$ cat src/rtl/fog_err_demod.sv
// Closed-loop FOG error demodulator.
// Drives the square-wave bias modulation, integrates ADC samples over the
// high and low half-periods, and once per full period publishes the signed
// half-period difference on o_err with a one-cycle o_trig qualifier.
module fog_err_demod #(
    parameter int ADC_W  = 14,
    parameter int DATA_W = 32
) (
    input  logic                     i_clk,
    input  logic                     i_rst,
    input  logic [31:0]              i_en,
    input  logic signed [ADC_W-1:0]  i_adc,
    input  logic [31:0]              i_freq,
    input  logic [31:0]              i_wait_cnt,
    input  logic [31:0]              i_polarity,
    output logic                     o_mod,
    output logic signed [DATA_W-1:0] o_err,
    output logic                     o_trig,
    output logic [1:0]               o_status
);

    typedef enum logic [1:0] {
        ST_IDLE  = 2'd0,
        ST_PRIME = 2'd1,
        ST_RUN   = 2'd2
    } state_t;

    state_t                   state;
    logic                     en_r;
    logic [15:0]              cnt;
    logic [15:0]              freq_s;
    logic [15:0]              wait_s;
    logic signed [DATA_W-1:0] acc_hi;
    logic signed [DATA_W-1:0] acc_lo;

    logic [15:0]              freq_ld;
    logic [15:0]              wait_ld;
    logic signed [DATA_W-1:0] smp;
    logic signed [DATA_W-1:0] acc_lo_fin;
    logic signed [DATA_W-1:0] diff;
    logic                     use_smp;
    logic                     last_cyc;

    // Only the low half of i_freq and bit 0 of i_polarity carry meaning.
    logic unused_bits;
    assign unused_bits = ^{i_freq[31:16], i_polarity[31:1]};

    assign o_status = state;

    // Shadow-register load values and per-cycle datapath terms.
    always_comb begin
        // NOTE: every always_comb output gets a value on every path, so no latch is inferred.
        freq_ld    = (i_freq[15:0] < 16'd2) ? 16'd2 : i_freq[15:0];
        wait_ld    = (i_wait_cnt > {16'd0, freq_ld - 16'd1}) ? (freq_ld - 16'd1)
                                                              : i_wait_cnt[15:0];
        use_smp    = (cnt >= wait_s);
        last_cyc   = (cnt == freq_s - 16'd1);
        smp        = use_smp ? {{(DATA_W-ADC_W){i_adc[ADC_W-1]}}, i_adc} : '0;
        acc_lo_fin = acc_lo + smp;
        diff       = acc_hi - acc_lo_fin;
    end

    // Modulation sequencer, half-period integration and error publication.
    always_ff @(posedge i_clk or posedge i_rst) begin
        if (i_rst) begin
            state  <= ST_IDLE;
            en_r   <= 1'b0;
            cnt    <= '0;
            freq_s <= '0;
            wait_s <= '0;
            acc_hi <= '0;
            acc_lo <= '0;
            o_mod  <= 1'b0;
            o_err  <= '0;
            o_trig <= 1'b0;
        end else begin
            // NOTE: sequential state uses non-blocking assignments so every register samples pre-edge values.
            en_r   <= |i_en;
            o_trig <= 1'b0;
            case (state)
                ST_IDLE: begin
                    o_mod  <= 1'b0;
                    cnt    <= '0;
                    acc_hi <= '0;
                    acc_lo <= '0;
                    if (en_r) begin
                        freq_s <= freq_ld;
                        wait_s <= wait_ld;
                        o_mod  <= 1'b1;
                        state  <= ST_PRIME;
                    end
                end
                default: begin
                    if (!en_r) begin
                        // Partial period is dropped; o_err keeps its last value.
                        state  <= ST_IDLE;
                        o_mod  <= 1'b0;
                        cnt    <= '0;
                        acc_hi <= '0;
                        acc_lo <= '0;
                    end else begin
                        if (o_mod) begin
                            acc_hi <= acc_hi + smp;
                        end else begin
                            acc_lo <= acc_lo_fin;
                        end
                        if (last_cyc) begin
                            cnt   <= '0;
                            o_mod <= ~o_mod;
                            if (!o_mod) begin
                                // Period boundary: publish (RUN only), restart integration.
                                acc_hi <= '0;
                                acc_lo <= '0;
                                freq_s <= freq_ld;
                                wait_s <= wait_ld;
                                if (state == ST_RUN) begin
                                    o_err  <= i_polarity[0] ? -diff : diff;
                                    o_trig <= 1'b1;
                                end
                                state <= ST_RUN;
                            end
                        end else begin
                            cnt <= cnt + 16'd1;
                        end
                    end
                end
            endcase
        end
    end

endmodule

$ cat config.mk
export PLATFORM = sky130hd
export DESIGN_NAME = fog_err_demod
export DESIGN_NICKNAME = d
export VERILOG_FILES = /design/src/rtl/fog_err_demod.sv
export SDC_FILE = /design/constraint.sdc
export NUM_CORES = 1
export LEC_CHECK = 0
export CORE_AREA = 2 2 201 203
export CTS_CLUSTER_DIAMETER = 200
export CTS_CLUSTER_SIZE = 30
export DETAILED_ROUTE_END_ITERATION = 7
export DIE_AREA = 0 0 203 205
export PLACE_DENSITY = 0.64
export SYNTH_ARGS = -nofsm -noshare
export SYNTH_HDL_FRONTEND = slang
export SYNTH_SLANG_ARGS = --single-unit
export TNS_END_PERCENT = 100
$ cat constraint.sdc
create_clock -name i_clk -period 9.1 [get_ports i_clk]
set_input_delay 2.73 -clock i_clk [delete_from_list [all_inputs] [get_ports i_clk]]
set_output_delay 2.73 -clock i_clk [all_outputs]
set_load 0.005 [all_outputs]
==> summary.md <==
| Metric | Value |
|---|---|
| Status | `finished, final reports clean` |
| Initial Utilization | `0.345` |
| Die area | `41600 um2` |
| Hold slack | `0.474 ns` |
| Cell count after placement | `2278` |
| Die Ht | `205 um` |
| Register area | `3730 um2` |
| R2r setup slk | `0.77 ns` |
| WL final | `35.6 mm` |
| Total GRT Usage | `0.172` |
| Port buffer count | `132` |
| Switching Share | `0.338` |
| Yosys cell types | `75` |
| Boundary Pins | `180` |
| Nets | `2038` |
| PwrDens | `134 nW/um2` |
| Int Pwr | `1.44 mW` |
| Placeable Area | `39400 um2` |
| Crit path kind | `in -> reg` |
| DRC errors left | `0` |
| H-tree depth | `4` |
| Remaining antenna violation count | `0` |
| Max_slew headroom | `0.276` |
| Final period util | `0.950` |
| Pre-antenna DRT Iters | `5` |
| First DRT Iteration DRCs | `678` |
| Pin count of the biggest net entering global routing | `88` |
| Vias in the first global route | `12100` |
| Layout cells sized above 1 | `0.0739` |
| Initial antenna violation count | `0` |
| Lkg Pwr | `7.68 nW` |
| Yosys reg bits | `149` |
| Tmin final | `8.64 ns` |
| Clock Latency Late Sink | `0.44 ns` |
| Final hold vios | `0` |
| Total global routing overflow | `0` |
| CP startpoint kind | `input port` |
| Dominant synthesized flop cell | `dfrtp_1` |
| Clk pwr share | `0.342` |
| Crit path capture type | `register` |
| Crit Path Max Fanout | `4` |
| Area grow syn2layout | `19.0%` |
| Worst r2r src | `cnt[0]` |
| Sw power | `0.733 mW` |
| Gate power share | `0.324` |
| Clk sinks | `149` |
| Maximum operating frequency | `0.116 GHz` |
| Per-cell routed wire length | `15.4 um` |
| EDFF count, synth | `0` |
| Longest Clk Path Bufs | `2` |
| Total CTS buffers | `17` |
| RSZ-0062 raised after global routing | `no` |
| Dominant cells by area after synthesis | `dfrtp_1, ha_1, xnor2_1` |
| Fillers | `3946` |
| Synthesized area | `13600 um2` |
| Worst reg-to-reg path cell count | `33` |
| Asr flop ratio synth | `1.00` |
| Slew Limit Fails | `0` |
| Vias per cell | `5.34` |
| Clk slew on worst S/H paths | `0.06 ns` |
| Crit path from | `i_adc[0]` |
| Hold Path Class | `reg -> reg` |
| CTS Hold Bufs | `0` |
| Row cnt | `73` |
| Worst endpoint required time | `9.37 ns` |
| Critical Path AT | `8.92 ns` |
| Syn_nets | `1926` |
| Layout Utilization | `0.411` |
| Setup TNS | `0 ns` |
| Critical R2R Capture | `o_err[28]` |
| Sequential share of power | `0.335` |
| YS warnings | `0` |
| Chip width | `203 um` |
| Dpl hpwl | `27.6 mm` |
| First-pass GRT wire length | `58.8 mm` |
| CTS tree | `done` |
| Synthesized instance count | `1660` |
| Avg Cell Area, Syn | `8.19 um2` |
| Diode count | `0` |
| Clock root buffer | `clkbuf_16` |
| Yosys top cell area share | `0.274` |
| Register area share after synthesis | `0.274` |
| Commonest non-fill, non-tap cell in the layout | `nand2_1` |
| Routability cong. | `0.898` |
| Largest area contributor in the netlist | `dfrtp_1` |
| Max VDD drop | `112 uV` |
| Crit path to | `o_err[28]` |
| Via count | `12300` |
| Commonest non-fill, non-tap cells in the layout | `nand2_1, dfrtp_1, nor2_1` |
| Skew final | `0.0189 ns` |
| Multi-input logic area | `9330 um2` |
| Tightest Pin Transition | `1.08 ns` |
| Setup-failing EPs final | `0` |
| Max-Cap Viols | `0` |
| Non-Filler Instances | `2310` |
flip-flops by register name, summed over array words and instances (netlist names):
register	count
en_r	1
wait_s	16
freq_s	16
acc_hi	32
o_status	2
cnt	16
o_trig	1
o_mod	1
acc_lo	32
o_err	32
per-layer routing:
layer | track usage | wire (um) | up-vias
li1 | - | - | 6214
met1 | 0.229 | 16800 | 5725
met3 | 0.0207 | 1750 | 46
met4 | 0.0501 | 597 | 0
met5 | 0 | 0 | -
met2 | 0.292 | 16400 | 348
cell families (layout without fill, tap and decap cells):
| kind of cell | Yosys count | after routing | synth area share |
|---|---|---|---|
| compound gates | 483 | 483 | 0.227 |
| xor+xnor | 174 | 174 | 0.112 |
| fa+ha+maj | 124 | 124 | 0.114 |
| buf+inv | 144 | 269 | 0.0405 |
| flops | 149 | 149 | 0.274 |
| mux | 56 | 56 | 0.0441 |
| simple gates | 530 | 530 | 0.187 |
power groups by stage:
stage / clock (mW) / combinational, mW / sequential (mW)
final: 0.741 / 0.703 / 0.727
after global placement: 0 / 0.687 / 0.738
after CTS: 0.750 / 0.706 / 0.727
after detailed placement: 0 / 0.701 / 0.739
after floorplan: 0 / 0.506 / 0.726
after global routing: 0.777 / 0.785 / 0.731
worst max-delay path: stages:
cell and delay, ns:
clkdlybuf4s50_1 0.43, and2_1 0.17, ha_1 0.21, ha_1 0.20
a21o_1 0.17, or2_2 0.28, nand3_1 0.08, o221ai_1 0.15
a32o_1 0.27, o221ai_1 0.14, o21ai_0 0.12, a21oi_1 0.20
xor2_1 0.21, ha_1 0.31, a2111o_1 0.38, o2111ai_1 0.10
a21oi_1 0.08, nor2_1 0.21, xnor2_1 0.10, or4_1 0.57
or4_1 0.59, or3b_2 0.47, nand2b_1 0.23, o21ai_2 0.20
nand2_1 0.10, xnor2_1 0.13, o21ai_0 0.08
synth_stat cells (all sizes together) (25+ instances only):
library cell,instances
nand2,150
dfrtp,149
nor2,135
o21ai,128
a21oi,126
ha,121
xnor2,107
clkbuf,71
a21o,67
inv,67
xor2,67
nand3,40
nor3,39
mux2,31
nand4,29
a31oi,26
mux2i,25
repair_timing:
action | CTS | global route
resized for setup | 0 | 1
endpoints found under the setup margin | 0 | 1
buffers inserted | 0 | 0
stage by stage:
| step | setup slack, ns | total power [mW] | area (um2) |
|---|---|---|---|
| 5_1_grt | 0.00103 | 2.29 | 16200 |
| 3_3_place_gp | 0.0571 | 1.42 | 15600 |
| 2_1_floorplan | 0.550 | 1.23 | 13600 |
| 6_report | 0.455 | 2.17 | 16200 |
| 4_1_cts | 0.422 | 2.18 | 16200 |
| 3_5_place_dp | -0.0204 | 1.44 | 15600 |
worst min-delay path by stage:
stage              start   endpoint  slack, ns  cells past startpoint
2_1_floorplan  wait_s[1]  wait_s[1]       0.45                      2
6_report       o_err[14]  o_err[14]       0.47                      2
3_3_place_gp   o_err[18]  o_err[18]       0.46                      2
5_1_grt        o_err[26]  o_err[26]       0.51                      2
3_5_place_dp   o_err[14]  o_err[14]       0.47                      2
4_1_cts        o_err[14]  o_err[14]       0.48                      2
final cells by class:
cell class / instances / area share
timing repair buffer: 170 / 0.0994
clock buffer: 18 / 0.0265
tap: 525 / 0.0406
sequential: 149 / 0.231
inverter: 67 / 0.0159
clock inverter: 14 / 0.0102
multi-input combinational: 1367 / 0.577
Power figures use the tool's default switching activity.
